[src/rtl/mpi_pkg.sv]
// Shared types and helpers for the MPI collective datapath.
//   FP16_NEG_INF  : FP16 negative infinity (identity for max-reduce)
//   dist_mode_e   : distributor mode, broadcast or scatter
//   pkt_state_e   : packet framing state
//   lane_slice    : LSB position of lane k in an MSB-first packed bus
//   next_set_lane : next enabled lane after ptr, ascending with wrap
package mpi_pkg;

    localparam logic [15:0] FP16_NEG_INF = 16'hFC00;
    localparam int          MAX_LANES    = 16;

    typedef enum logic {BCAST = 1'b0, SCATTER = 1'b1} dist_mode_e;
    typedef enum logic {IDLE = 1'b0, BUSY = 1'b1} pkt_state_e;

    // Lane 0 occupies the most significant slice.
    function automatic int lane_slice(input int k, input int lanes, input int w);
        return w * (lanes - 1 - k);
    endfunction

    // Searches ptr+1, ptr+2, ... modulo lanes. With ptr = lanes-1 this
    // yields the lowest enabled lane. Returns ptr when the mask is empty.
    function automatic logic [3:0] next_set_lane(input logic [15:0] mask,
                                                 input logic [3:0]  ptr,
                                                 input int          lanes);
        logic [3:0] res;
        logic       found;
        int         idx;
        res   = ptr;
        found = 1'b0;
        for (int i = 1; i <= MAX_LANES; i++) begin
            if (i <= lanes && !found) begin
                idx = (int'(ptr) + i) % lanes;
                if (mask[idx[3:0]]) begin
                    res   = idx[3:0];
                    found = 1'b1;
                end
            end
        end
        return res;
    endfunction

endpackage

[src/rtl/lane_fifo2.sv]
// Two-entry per-lane FIFO with registered storage.
//   clk_sys : clock
//   rst_b   : asynchronous active-low reset, clears storage and pointers
//   push    : write wdata (caller guarantees not full)
//   wdata   : entry to write
//   pop     : remove head entry (caller guarantees valid)
//   rdata   : head entry, stable until popped
//   valid   : FIFO not empty
//   full    : both entries occupied
module lane_fifo2 #(
    parameter int DW = 18
) (
    input  logic          clk_sys,
    input  logic          rst_b,
    input  logic          push,
    input  logic [DW-1:0] wdata,
    input  logic          pop,
    output logic [DW-1:0] rdata,
    output logic          valid,
    output logic          full
);

    logic [DW-1:0] mem [2];
    logic          wr_ptr;
    logic          rd_ptr;
    logic [1:0]    count;

    always_ff @(posedge clk_sys or negedge rst_b) begin
        if (!rst_b) begin
            mem[0] <= '0;
            mem[1] <= '0;
            wr_ptr <= 1'b0;
            rd_ptr <= 1'b0;
            count  <= 2'd0;
        end else begin
            if (push) begin
                mem[wr_ptr] <= wdata;
                wr_ptr      <= ~wr_ptr;
            end
            if (pop) begin
                rd_ptr <= ~rd_ptr;
            end
            if (push && !pop) begin
                count <= count + 2'd1;
            end else if (pop && !push) begin
                count <= count - 2'd1;
            end
        end
    end

    assign rdata = mem[rd_ptr];
    assign valid = (count != 2'd0);
    assign full  = (count == 2'd2);

endmodule

[src/rtl/lane_broadcast.sv]
// 1-to-n FP16 distributor: broadcast every beat to all selected lanes, or
// deal beats round-robin across the selected lanes (scatter).
//   aclk, aresetn : clock, asynchronous active-low reset
//   outputSelect  : lane mask, bit [n-1-k] enables lane k (start beat only)
//   mode          : 0 broadcast, 1 scatter (start beat only)
//   idata/ivalid/iready/istart/ilast : input stream
//   odata  : lane k at [W*(n-k)-1 -: W]
//   ovalid/oready/ostart/olast       : per-lane output stream, bit k = lane k
//   drop_err : one-cycle pulse after an accepted beat was discarded
//
// state | meaning
// IDLE  | waiting for a start beat; mask/mode taken from the inputs
// BUSY  | inside a packet; mask/mode/ptr frozen in registers
module lane_broadcast
    import mpi_pkg::*;
#(
    parameter int n = 4,
    parameter int W = 16
) (
    input  logic           aclk,
    input  logic           aresetn,
    input  logic [n-1:0]   outputSelect,
    input  logic           mode,
    input  logic [W-1:0]   idata,
    input  logic           ivalid,
    output logic           iready,
    input  logic           istart,
    input  logic           ilast,
    output logic [W*n-1:0] odata,
    output logic [n-1:0]   ovalid,
    input  logic [n-1:0]   oready,
    output logic [n-1:0]   ostart,
    output logic [n-1:0]   olast,
    output logic           drop_err
);

    localparam int FW = W + 2;

    pkt_state_e    state_q, state_d;
    logic [n-1:0]  mask_q;
    dist_mode_e    mode_q;
    logic [3:0]    ptr_q;
    logic          drop_q;

    logic [n-1:0]  sel_lane;
    logic          idle;
    logic [n-1:0]  eff_mask;
    dist_mode_e    eff_mode;
    logic [3:0]    first_lane;
    logic [3:0]    tgt;
    logic [3:0]    nxt_ptr;
    logic          mask_empty;
    logic          accept;
    logic          pkt_beat;
    logic          drop_now;
    logic [FW-1:0] push_word;

    logic [n-1:0]  push;
    logic [n-1:0]  pop;
    logic [n-1:0]  full;
    logic [n-1:0]  fifo_valid;
    logic [FW-1:0] lane_word [n];

    always_comb begin
        sel_lane = '0;
        for (int k = 0; k < n; k++) begin
            sel_lane[k] = outputSelect[n-1-k];
        end
    end

    assign idle = (state_q == IDLE);

    // In IDLE the start beat's own mask/mode decide readiness and routing.
    always_comb begin
        eff_mask   = idle ? sel_lane : mask_q;
        eff_mode   = idle ? dist_mode_e'(mode) : mode_q;
        first_lane = next_set_lane(16'(eff_mask), 4'(n - 1), n);
        tgt        = idle ? first_lane : ptr_q;
        nxt_ptr    = next_set_lane(16'(eff_mask), tgt, n);
        mask_empty = (eff_mask == '0);
    end

    // Ready depends only on registered FIFO state and the stream inputs.
    always_comb begin
        iready = 1'b0;
        if (!aresetn) begin
            iready = 1'b0;
        end else if (idle && !istart) begin
            iready = 1'b1;
        end else if (mask_empty) begin
            iready = 1'b1;
        end else if (eff_mode == SCATTER) begin
            iready = !full[tgt];
        end else begin
            iready = ((full & eff_mask) == '0);
        end
    end

    assign accept   = ivalid && iready;
    assign pkt_beat = accept && (!idle || istart);
    assign drop_now = accept && idle && (!istart || mask_empty);

    // Scatter deliveries are self-contained one-word messages.
    assign push_word = (eff_mode == SCATTER) ? {idata, 2'b11} : {idata, idle, ilast};

    always_comb begin
        push = '0;
        for (int k = 0; k < n; k++) begin
            if (pkt_beat && !mask_empty) begin
                if (eff_mode == SCATTER) begin
                    push[k] = (tgt == 4'(k));
                end else begin
                    push[k] = eff_mask[k];
                end
            end
        end
    end

    always_comb begin
        state_d = state_q;
        if (pkt_beat) begin
            state_d = ilast ? IDLE : BUSY;
        end
    end

    always_ff @(posedge aclk or negedge aresetn) begin
        if (!aresetn) begin
            state_q <= IDLE;
            mask_q  <= '0;
            mode_q  <= BCAST;
            ptr_q   <= '0;
            drop_q  <= 1'b0;
        end else begin
            state_q <= state_d;
            drop_q  <= drop_now;
            if (accept && idle && istart) begin
                mask_q <= sel_lane;
                mode_q <= dist_mode_e'(mode);
            end
            if (pkt_beat) begin
                ptr_q <= nxt_ptr;
            end
        end
    end

    assign drop_err = drop_q;

    for (genvar k = 0; k < n; k++) begin : g_lane
        lane_fifo2 #(.DW(FW)) u_fifo (
            .clk_sys (aclk),
            .rst_b   (aresetn),
            .push    (push[k]),
            .wdata   (push_word),
            .pop     (pop[k]),
            .rdata   (lane_word[k]),
            .valid   (fifo_valid[k]),
            .full    (full[k])
        );

        assign pop[k]    = fifo_valid[k] && oready[k];
        assign ovalid[k] = fifo_valid[k];
        assign ostart[k] = fifo_valid[k] && lane_word[k][1];
        assign olast[k]  = fifo_valid[k] && lane_word[k][0];
        assign odata[lane_slice(k, n, W) +: W] = lane_word[k][FW-1:2];
    end

endmodule

[config.mk]
export PLATFORM = sky130hd
export DESIGN_NAME = lane_broadcast
export DESIGN_NICKNAME = d
export VERILOG_FILES = /design/src/rtl/mpi_pkg.sv /design/src/rtl/lane_fifo2.sv /design/src/rtl/lane_broadcast.sv
export SDC_FILE = /design/constraint.sdc
export NUM_CORES = 1
export LEC_CHECK = 0
export ABC_AREA = 1
export CORE_MARGIN = 4
export CORE_UTILIZATION = 35
export CTS_CLUSTER_DIAMETER = 50
export CTS_CLUSTER_SIZE = 25
export DETAILED_ROUTE_END_ITERATION = 6
export GPL_ROUTABILITY_DRIVEN = 0
export HOLD_SLACK_MARGIN = 0.1
export PLACE_DENSITY = 0.63
export SLEW_MARGIN = 10
export SYNTH_ARGS = -nofsm -noshare
export SYNTH_HDL_FRONTEND = slang
export SYNTH_SLANG_ARGS = --single-unit
[constraint.sdc]
create_clock -name aclk -period 3.89 [get_ports aclk]
set_input_delay 0.5835 -clock aclk [delete_from_list [all_inputs] [get_ports aclk]]
set_output_delay 0.5835 -clock aclk [all_outputs]
set_load 0.02 [all_outputs]
Word level (Yosys, flattened, before mapping)

Cells that the tools add are included.
W data, S select, Z words.

Latch bits: 0
Output and inout bits: 78
Memories: 0
Memory bits (read-only): 0
Word-level logic and storage cells: 225
Memory bits (writable): 0
Bits of input ports: 30
Flip-flop bits (word level): 171

Add/sub/neg operators: 12
Div/mod/pow operators: 0
Multiply operators: 0
Equal/unequal tests: 7
Bitwise operators: 22
Reductions and logical operators: 59
Muxes and demuxes: 83
Order comparisons: 17
Shift-type cells: 0

Operators by type and width:

| cell                  | number |
|---|---|
| $mux W18              | 16 |
| $bwmux W36            | 4 |
| $demux W18 S1         | 4 |
| $mux W4               | 14 |
| $logic_and A1 B1 Y1   | 31 |
| $mux W1               | 29 |
| $mux W2               | 11 |
| $lt A4 B5 Y1 const B  | 4 |
| $ge A2 B2 Y1 const B  | 8 |
| $not A1 Y2            | 8 |
| $reduce_bool A2 Y1    | 8 |
| $add A2 B1 Y2 const B | 6 |
| $bmux W1 S3           | 4 |
| $logic_not A4 Y1      | 3 |
| $logic_not A1 Y1      | 11 |
| $not A1 Y1            | 9 |
| $eq A2 B2 Y1 const B  | 4 |
| $eq A4 B2 Y1 const B  | 2 |
| $lt A2 B1 Y1 const B  | 4 |
| $reduce_or A2 Y1      | 4 |
| $sub A2 B1 Y2 const B | 4 |
| $add A2 B2 Y2 const B | 2 |
| $and A1 B1 Y1 const A | 4 |
| $and A4 B4 Y4         | 1 |
| other kinds (4)       | 5 |

Depth between registers and ports, before layout

Gate-level depths: netlist (run 1).

Depth after elaboration: 24
Depth in mapped cells: 18
Depth with buffers taken out: 17

By module

Synthesis (run 1) repeated with hierarchy kept, for this count alone.

Cells, all modules: 893
Area, all modules: 8471.9 um^2

By module, submodules not included:

| module         | times used | area an instance (um^2) | seq. area each (um^2) | cells each |
|---|---|---|---|---|
| lane_fifo2     | 4          | 1828.0                  | 1001.0                | 178 |
| lane_broadcast | 1          | 1159.9                  | 275.3                 | 181 |

Worst setup path before layout (run 1)

OpenSTA, ideal clock, no wires.

Path type: input -> register
From: input outputSelect[2]
To: register g_lane[0].u_fifo.count[1]
Setup time: 0.131 ns
Path buffers: 2
Cell stages on the path: 16
Slack: 0.950 ns
Arrival time: 2.809 ns
Required time: 3.759 ns
Path through: inv_1 > nand2_1 > nand2_4 > nand2_2 > nand2_4 > nand2_4 > buf_2 > inv_1 > ha_1 > a22oi_1 > nor2_8 > buf_6 > ha_1 > a21oi_1 > o21ai_0 > xor2_1

Longest elaborated chain between the ends: 22
Elaborated cells between the ends (all ways): 33
Classes of those cells: mux: 20; bitwise: 1; reduce/logical: 12

Ends and longest elaborated chain:

| what                                | line                  | source |
|---|---|---|
| start: declaration                  | lane_broadcast.sv:22  | `input logic [n-1:0] outputSelect,` |
| $mux W4 *                           | lane_broadcast.sv:75  | `eff_mask = idle ? sel_lane : mask_q;` |
| $mux W2                             | mpi_pkg.sv:33         | `if (mask[idx[3:0]]) begin` |
| $mux W4                             | mpi_pkg.sv:31         | `if (i <= lanes && !found) begin` |
| $mux W4                             | mpi_pkg.sv:33         |  |
| $mux W4                             | mpi_pkg.sv:31         |  |
| $mux W4                             | mpi_pkg.sv:33         |  |
| $mux W4                             | mpi_pkg.sv:31         |  |
| $mux W4                             | lane_broadcast.sv:78  | `tgt = idle ? first_lane : ptr_q;` |
| (+7 left out)                       | -                     |  |
| $logic_and A1 B1 Y1                 | lane_broadcast.sv:99  | `assign accept = ivalid && iready;` |
| $logic_and A1 B1 Y1                 | lane_broadcast.sv:100 | `assign pkt_beat = accept && (!idle \|\| istart);` |
| $logic_and A1 B1 Y1                 | lane_broadcast.sv:109 | `if (pkt_beat && !mask_empty) begin` |
| $mux W1 *                           | lane_broadcast.sv:109 |  |
| named net g_lane[0].u_fifo.push     | lane_fifo2.sv:15      | `input logic push,` |
| $logic_not A1 Y1                    | lane_fifo2.sv:45      | `end else if (pop && !push) begin` |
| $logic_and A1 B1 Y1                 | lane_fifo2.sv:45      |  |
| $reduce_bool A2 Y1 (no source line) | -                     |  |
| end signal: assignment              | lane_fifo2.sv:44      | `count <= count + 2'd1;` |
| end signal: assignment              | lane_fifo2.sv:46      | `count <= count - 2'd1;` |
| end: declaration                    | lane_fifo2.sv:26      | `logic [1:0] count;` |

Mark *: on every way through the listed nets, which the timed path passes. The rest lies on a longest branch. The select of a mux whose other input is x is not followed.
A chain may end at the register's enable or synchronous reset.

Worst setup path in the final report (run 1)

From: register state_q
To: output iready

Longest elaborated chain between the ends: 16
Elaborated cells between the ends (all ways): 27
Classes of those cells: mux: 21; bitwise: 2; reduce/logical: 4

Ends and longest elaborated chain:

| what                          | line                  | source |
|---|---|---|
| start: declaration            | lane_broadcast.sv:39  | `pkt_state_e state_q, state_d;` |
| start signal: assignment      | lane_broadcast.sv:134 | `state_q <= state_d;` |
| $mux W4                       | lane_broadcast.sv:75  |  |
| $mux W2 (2 in a row)          | mpi_pkg.sv:33         |  |
| $mux W4                       | mpi_pkg.sv:31         |  |
| $mux W4                       | mpi_pkg.sv:33         |  |
| $mux W4                       | mpi_pkg.sv:31         |  |
| $mux W4                       | mpi_pkg.sv:33         |  |
| $mux W4                       | mpi_pkg.sv:31         |  |
| $mux W4                       | lane_broadcast.sv:78  |  |
| $bmux W1 S2                   | lane_broadcast.sv:93  | `iready = !full[tgt];` |
| $mux W1 (not written as such) | lane_broadcast.sv:93  |  |
| $logic_not A1 Y1              | lane_broadcast.sv:93  |  |
| $mux W1                       | lane_broadcast.sv:92  | `end else if (eff_mode == SCATTER) begin` |
| $mux W1                       | lane_broadcast.sv:90  | `end else if (mask_empty) begin` |
| $mux W1 *                     | lane_broadcast.sv:88  | `end else if (idle && !istart) begin` |
| $mux W1 *                     | lane_broadcast.sv:86  | `if (!aresetn) begin` |
| end: declaration              | lane_broadcast.sv:26  | `output logic iready,` |

Every way passes the cells marked *; elsewhere a longest branch is shown, timed or not. The select of a mux whose other input is x is not followed.

==> impl_metrics.json, run 1 <==
{
  "run_status": "completed",
  "timing.setup.critical_path_class": "reg2out",
  "grt_first_pass_wirelength_mm": 38.0,
  "min-delay-path-class": "reg2reg",
  "cts.path.max_buffers": 2,
  "die_area_um2": 27400,
  "fmax_mhz": 281,
  "drc": 0,
  "layoutNonFillerInstCount": 1505,
  "clk-insertion-delay-late_ns": 0.44,
  "met2_usage": 0.287,
  "sum_of_routed_wire_length_over_all_layers_mm": 23.9,
  "worstPathMaxFanout": 16,
  "top_level_ports": 108,
  "die_outline_width_um": 165,
  "largest_net_degree_at_the_start_of_global_routing": 159,
  "post_dp_cell_area_um2": 9800,
  "worst_slew_pin_slew_ns": 0.888,
  "post_cts_resize_count": 0,
  "timing.setup.tns_ns": 0,
  "count_of_cell_types_in_the_netlist": 34,
  "antenna_cells_inserted": 0,
  "postRouteAntennaNets": 0,
  "synth_cells": 1101,
  "via_per_inst": 4.87,
  "synthesis.area_per_instance_um2": 7.88,
  "floorplan.initialDensity": 0.357,
  "die-height_um": 165,
  "worst_setup_hold_path_clk_slew_ns": 0.06,
  "total_clock_sinks": 171,
  "netlist_area_um2": 8670,
  "synth-seq-cells": 171,
  "max_slew_margin": 0.408,
  "post_synth_main_area_contributors": "sky130_fd_sc_hd__dfrtp_1 49%, sky130_fd_sc_hd__nand2_1 24%, sky130_fd_sc_hd__nand3_1 8.4%",
  "timing.final.crit_share": 0.915,
  "critical_path.startpoint_type": "register",
  "htree_levels": 4,
  "drive_above_1_share": 0.0771,
  "vias": 7324,
  "groute.layer.met1.usage": 0.243,
  "numCtsBuffers": 17,
  "timing.max_cap.violations": 0,
  "critical_path.endpoint_type": "output pin",
  "cpPeakStageDelay_ns": 0.67,
  "antenna_found_initial": 0,
  "yosys.area.top_type_share": 0.494,
  "synth_edf_count": 0,
  "synth-async-reset-ratio": 1.00,
  "grt_pass1_vias": 6960,
  "placedCellCount": 1472,
  "grt.overflow.total": 0,
  "final.min_clock_period_ns": 3.56,
  "multi_input_combinational_cell_area_um2": 3810,
  "max-vdd-ir-drop_mv": 0.365,
  "slowest_stage": "sky130_fd_sc_hd__clkdlybuf4s50_1",
  "arrival_ns": 2.98,
  "setup_ws_ns": 0.330,
  "data_required_critical_path_ns": 3.31,
  "grt_setup_unrepaired": "false",
  "timing.final.max_slew_violations": 0,
  "cellLeakagePower_uw": 0.00543,
  "clk_root_buffer_cell": "sky130_fd_sc_hd__clkbuf_16",
  "drt_iter0_markers": 625,
  "clock_tree_from_tritoncts": "yes",
  "place_ws_ns": 0.509,
  "detailedPlacementHpwl_mm": 15.7,
  "first_pass_iters": 5,
  "worst_path_dominant_cell_family": "buffers and inverters",
  "fin_nets": 1206,
  "met3_usage": 0.0343,
  "placementRows": 57,
  "timing_hold_violations_final": 0,
  "syn_to_final_growth_pct": 20.3,
  "mappedNetlistNets": 1139,
  "port_buffers": 107,
  "fin_skew_ns": 0.0103,
  "synth_area_leader_cell": "sky130_fd_sc_hd__dfrtp_1",
  "fp.coreArea_um2": 24300,
  "synth.yosys.warnings": 0,
  "power_density_nw_per_um2": 886,
  "fillers": 2409,
  "worstPathBufferInverterCount": 2,
  "final-setup-viol-count": 0,
  "crit_chain": "inv_2 > nand2_1 > nand2_4 > nand2_2 > nand2_4 > nand2_4 > nand2_2 > nand3_1 > nand2_1 > nand2_2 > a21boi_0 > clkdlybuf4s50_1",
  "grt_use_total": 0.177,
  "sequential_cell_area_um2": 4280,
  "stdcell_area_um2": 10400,
  "route.detailed.wl_per_inst_um": 15.9,
  "yosysSeqAreaShare": 0.494,
  "grt.busiest_layer": "met2",
  "yosys_most_used_dff": "sky130_fd_sc_hd__dfrtp_1"
}
==> worst min-delay path: stages (launching register included) <==
cell	delay, ns
sky130_fd_sc_hd__dfrtp_1	0.34
sky130_fd_sc_hd__nand2_1	0.05
sky130_fd_sc_hd__nand2_1	0.05
==> layer usage <==
layer / routed length [µm] / share of wire / vias up
met5: 0 / 0 / -
met3: 1150 / 0.048 / 29
met1: 11200 / 0.47 / 3520
met2: 11200 / 0.47 / 180
met4: 428 / 0.018 / 0
li1: - / - / 3595
==> cells in the final DEF, fill, tap and decap left out, types with 5 or more instances in the layout <==
cell	n
sky130_fd_sc_hd__nand2_1	544
sky130_fd_sc_hd__dfrtp_1	171
sky130_fd_sc_hd__nand3_1	146
sky130_fd_sc_hd__clkdlybuf4s50_1	106
sky130_fd_sc_hd__inv_1	33
sky130_fd_sc_hd__nor2_1	21
sky130_fd_sc_hd__o21ai_0	20
sky130_fd_sc_hd__clkbuf_16	17
sky130_fd_sc_hd__a21oi_1	14
sky130_fd_sc_hd__inv_2	12
sky130_fd_sc_hd__nand3_4	9
sky130_fd_sc_hd__nand3_2	8
sky130_fd_sc_hd__xor2_1	8
sky130_fd_sc_hd__ha_1	8
sky130_fd_sc_hd__nand2_2	6
sky130_fd_sc_hd__inv_6	6
sky130_fd_sc_hd__buf_4	6
sky130_fd_sc_hd__nand2_4	5
sky130_fd_sc_hd__nor2_8	5
==> registers in the layout, summed over array words and instances (netlist names) <==
signal and flops:
g_lane.u_fifo.rd_ptr 4, drop_err 1, mask_q 4, g_lane.u_fifo.mem 144, state_q 1, ptr_q 4, mode_q 1, g_lane.u_fifo.count 8
g_lane.u_fifo.wr_ptr 4
==> layout make-up <==
cell class                 instances  share of cell area
clock buffer                      18              0.0421
clock inverter                    14              0.0174
inverter                          45              0.0162
multi-input combinational        818               0.365
sequential                       171               0.410
tap                              324              0.0388
timing repair buffer             115               0.110
==> cell families (layout without fill, tap and decap cells) <==
kind of cell | Yosys count | after routing | synth area share
buffers and inverters | 112 | 192 | 0.0667
AOI/OAI and AO/OA | 46 | 46 | 0.0300
and+or+nand+nor | 752 | 752 | 0.386
DFF | 171 | 171 | 0.494
adders and majority gates | 8 | 8 | 0.0115
xor gates and xnor gates | 12 | 12 | 0.0121
==> report_power, final <==
part	internal [µW]	switching [µW]
logic	1620	2650
registers	2550	623
clock network	1040	763
total	5210	4030
==> per-stage QoR <==
stage / util / hold slack [ns] / total power [µW]
6_report: 0.429 / 0.469 / 9240
5_1_grt: 0.429 / 0.489 / 9890
4_1_cts: 0.429 / 0.474 / 9310
3_5_place_dp: 0.403 / 0.442 / 7480
3_3_place_gp: 0.403 / 0.442 / 7410
2_1_floorplan: - / 0.288 / 5810
==> Yosys cell counts (4+ instances only) <==
library cell               instances
sky130_fd_sc_hd__a21oi_1          14
sky130_fd_sc_hd__a22oi_1           4
sky130_fd_sc_hd__buf_1             4
sky130_fd_sc_hd__buf_2             8
sky130_fd_sc_hd__buf_4             7
sky130_fd_sc_hd__buf_6            15
sky130_fd_sc_hd__clkbuf_1         26
sky130_fd_sc_hd__clkbuf_2          7
sky130_fd_sc_hd__dfrtp_1         171
sky130_fd_sc_hd__ha_1              8
sky130_fd_sc_hd__inv_1            33
sky130_fd_sc_hd__inv_2            12
sky130_fd_sc_hd__nand2_1         544
sky130_fd_sc_hd__nand2_2           6
sky130_fd_sc_hd__nand2_4           5
sky130_fd_sc_hd__nand3_1         146
sky130_fd_sc_hd__nand3_2           8
sky130_fd_sc_hd__nand3_4           9
sky130_fd_sc_hd__nand4_1           4
sky130_fd_sc_hd__nor2_1           21
sky130_fd_sc_hd__nor2_8            5
sky130_fd_sc_hd__o21ai_0          20
sky130_fd_sc_hd__xnor2_1           4
sky130_fd_sc_hd__xor2_1            8
==> path summary, 6_finish.rpt <==
check / startpoint / endpoint / slack (ns) / depth (start not counted)
max reg2reg: state_q / g_lane[0].u_fifo.count[1] / 0.83 / 14
max in group asynchronous: aresetn / g_lane[3].u_fifo.mem[8] / 2.13 / 3
max: state_q / iready / 0.33 / 12
min: g_lane[2].u_fifo.mem[12] / g_lane[2].u_fifo.mem[12] / 0.47 / 2
min in group asynchronous: aresetn / g_lane[1].u_fifo.wr_ptr / 0.65 / 2
min reg2reg: g_lane[2].u_fifo.mem[12] / g_lane[2].u_fifo.mem[12] / 0.47 / 2
==> what timing repair did <==
item                                    in CTS  in global routing
buffers inserted                             0                  0
hold buffers                                 1                  0
endpoints found under the setup margin       0                  0
endpoints found under the hold margin       13                  0
Note: power is estimated with default switching activity, not from simulation.
==> inputs of run 2 (changes only) <==
CELL_PAD_IN_SITES_DETAIL_PLACEMENT = 1   (was not set)
CELL_PAD_IN_SITES_GLOBAL_PLACEMENT = 2   (was not set)
CORE_UTILIZATION = 33   (was 35)
PLACE_DENSITY = 0.88   (was 0.63)
TNS_END_PERCENT = 30   (was not set)
==> run 2 against run 1 <==
Clock-buffer cell count rose by 1. Final cell count is 1.0% higher. Sequential power barely moved. Combinational power up 4%. Critical path depth unchanged. Highest routed layer unchanged. Utilization down 2.8 points. Global-route usage increased by 1.4 points.
==> impl_metrics.json, run 2 (same netlist as run 1, synthesis figures left out) <==
{
  "run_status": "completed",
  "first_pass_iters": 4,
  "rr_startpoint": "state_q",
  "timing.final.max_slew_violations": 0,
  "combinationalPowerShare": 0.480,
  "timing_hold_violations_final": 0,
  "max-vdd-ir-drop_mv": 0.335,
  "htree_levels": 4,
  "critical_path.startpoint_type": "register",
  "postRouteAntennaNets": 0,
  "worst_slew_pin_slew_ns": 0.853,
  "die-height_um": 170,
  "clock_tree_from_tritoncts": "yes",
  "crit_chain": "inv_2 > nand2_1 > nand2_4 > nand2_2 > nand2_4 > nand2_4 > nand2_1 > nand3_1 > nand2_1 > nand2_2 > a21boi_0 > clkdlybuf4s50_1",
  "timing.hold.worst.start": "g_lane[1].u_fifo.mem[32]",
  "arrival_ns": 2.97,
  "critical_path.endpoint_type": "output pin",
  "fin_skew_ns": 0.0133,
  "finalHoldWorstSlack_ns": 0.472,
  "sw_frac_of_total": 0.446,
  "die_area_um2": 28900,
  "drc": 0,
  "mostFrequentLayoutCells": "544 x sky130_fd_sc_hd__nand2_1, 171 x sky130_fd_sc_hd__dfrtp_1, 146 x sky130_fd_sc_hd__nand3_1",
  "floorplan.initialDensity": 0.334,
  "fmax_mhz": 281,
  "crit-reg2reg-capture": "g_lane[2].u_fifo.count[1]",
  "min_path_cells": 2,
  "drt_iter0_markers": 334,
  "placementRows": 59,
  "clk_root_buffer_cell": "sky130_fd_sc_hd__clkbuf_16",
  "stdcell_area_um2": 10400,
  "grt_pass1_vias": 7764,
  "via_per_inst": 4.91,
  "power_density_nw_per_um2": 883,
  "data_required_critical_path_ns": 3.31,
  "cts_post_setup_buffers_inserted": 0,
  "largest_net_degree_at_the_start_of_global_routing": 157,
  "internal_power_uw": 5100,
  "fillers": 3190,
  "top_level_ports": 108,
  "final-setup-viol-count": 0,
  "antenna_cells_inserted": 0,
  "fp.coreArea_um2": 26000,
  "detailedPlacementHpwl_mm": 17.5,
  "route.detailed.wl_per_inst_um": 17.9,
  "hold_end": "g_lane[1].u_fifo.mem[32]",
  "fin_nets": 1211,
  "grt_use_total": 0.192,
  "die_outline_width_um": 170,
  "timing.reg2reg.setup_slack_ns": 0.87,
  "seq_power_share": 0.341,
  "numCtsBuffers": 17,
  "syn_to_final_growth_pct": 20.3,
  "grt_first_pass_wirelength_mm": 43.2,
  "clk-insertion-delay-late_ns": 0.43,
  "timing.max_cap.violations": 0,
  "antenna_found_initial": 0,
  "sum_of_routed_wire_length_over_all_layers_mm": 27.2,
  "timing.setup.tns_ns": 0,
  "cpPeakStageDelay_ns": 0.67,
  "timing.final.crit_share": 0.914,
  "total_clock_sinks": 171,
  "timing.setup.critical_path_class": "reg2out",
  "reg.largest.list": "g_lane.u_fifo.mem x144, g_lane.u_fifo.count x8",
  "min-delay-path-class": "reg2reg",
  "switchingPower_uw": 4100,
  "slowest_stage": "sky130_fd_sc_hd__clkdlybuf4s50_1",
  "max_slew_margin": 0.431,
  "max_flop_register": "g_lane.u_fifo.mem",
  "post_cts_resize_count": 0,
  "vias": 7468,
  "grt_setup_unrepaired": "false",
  "drive_above_1_share": 0.0793,
  "port_buffers": 107,
  "cellLeakagePower_uw": 0.00541,
  "layout_commonest_cell": "sky130_fd_sc_hd__nand2_1",
  "post_dp_cell_area_um2": 9860,
  "final.min_clock_period_ns": 3.56,
  "cts.path.max_buffers": 2,
  "grt.overflow.total": 0,
  "clock_power_share": 0.179,
  "worstPathMaxFanout": 16,
  "largest_reg_flops": 144,
  "worst-r2r-cell-count": 14,
  "layout.core_utilization": 0.401,
  "worst_setup_hold_path_clk_slew_ns": 0.07
}
==> run 2: area by class of cell <==
class | instances | area, µm² | share of cell area
sequential | 171 | 4280 | 0.410
clock buffer | 19 | 443 | 0.0425
multi-input combinational | 818 | 3810 | 0.366
clock inverter | 12 | 119 | 0.0114
tap | 335 | 419 | 0.0402
timing repair buffer | 120 | 1180 | 0.114
inverter | 45 | 169 | 0.0162
==> run 2: critical path: cells and delay by family, from the launching register on <==
family | cells | cell delay (ns)
AOI/OAI and AO/OA | 1 | 0.30
buffers and inverters | 2 | 0.89
DFF | 1 | 0.52
and+or+nand+nor | 9 | 0.82
==> run 2: stage by stage <==
step | worst slack [ns] | instances | power, µW
2_1_floorplan | 0.950 | 1101 | 5810
3_3_place_gp | 0.504 | 1488 | 7530
3_5_place_dp | 0.503 | 1488 | 7640
4_1_cts | 0.278 | 1520 | 9320
5_1_grt | 0.0608 | 1520 | 9920
6_report | 0.335 | 1520 | 9210
==> run 2: worst max path at each step <==
| stage | from | endpoint | cells past startpoint |
|---|---|---|---|
| final | state_q | iready | 12 |
| after global routing | state_q | iready | 12 |
| after CTS | state_q | iready | 12 |
| after detailed placement | outputSelect[2] | iready | 13 |
| after global placement | outputSelect[1] | iready | 12 |
| after floorplan | outputSelect[2] | g_lane[0].u_fifo.count[1] | 16 |
==> run 2: what timing repair did <==
action,4_1_cts,5_1_grt
endpoints found under the hold margin,15,0
hold buffers,1,0
endpoints found under the setup margin,0,0
==> run 2: power groups by stage <==
stage          clock network, µW  logic, µW  registers (µW)
3_3_place_gp                   0       4400            3140
3_5_place_dp                   0       4480            3170
5_1_grt                     1760       4900            3260
4_1_cts                     1680       4500            3140
2_1_floorplan                  0       2900            2910
6_report                    1650       4410            3140
==> run 2: per-layer routing <==
| metal | track usage | wire length [µm] | share of wire | up-vias |
|---|---|---|---|---|
| met1 | 0.256 | 12300 | 0.45 | 3704 |
| met2 | 0.324 | 13400 | 0.49 | 118 |
| met5 | 0 | 0 | 0 | - |
| met4 | 0.0573 | 531 | 0.020 | 0 |
| li1 | - | - | - | 3611 |
| met3 | 0.0276 | 886 | 0.033 | 35 |
==> inputs of run 3 (changes only) <==
TNS_END_PERCENT = not set   (was 30)
==> results of run 3 <==
Final layout, timing and power as in run 2 (identical DEF).
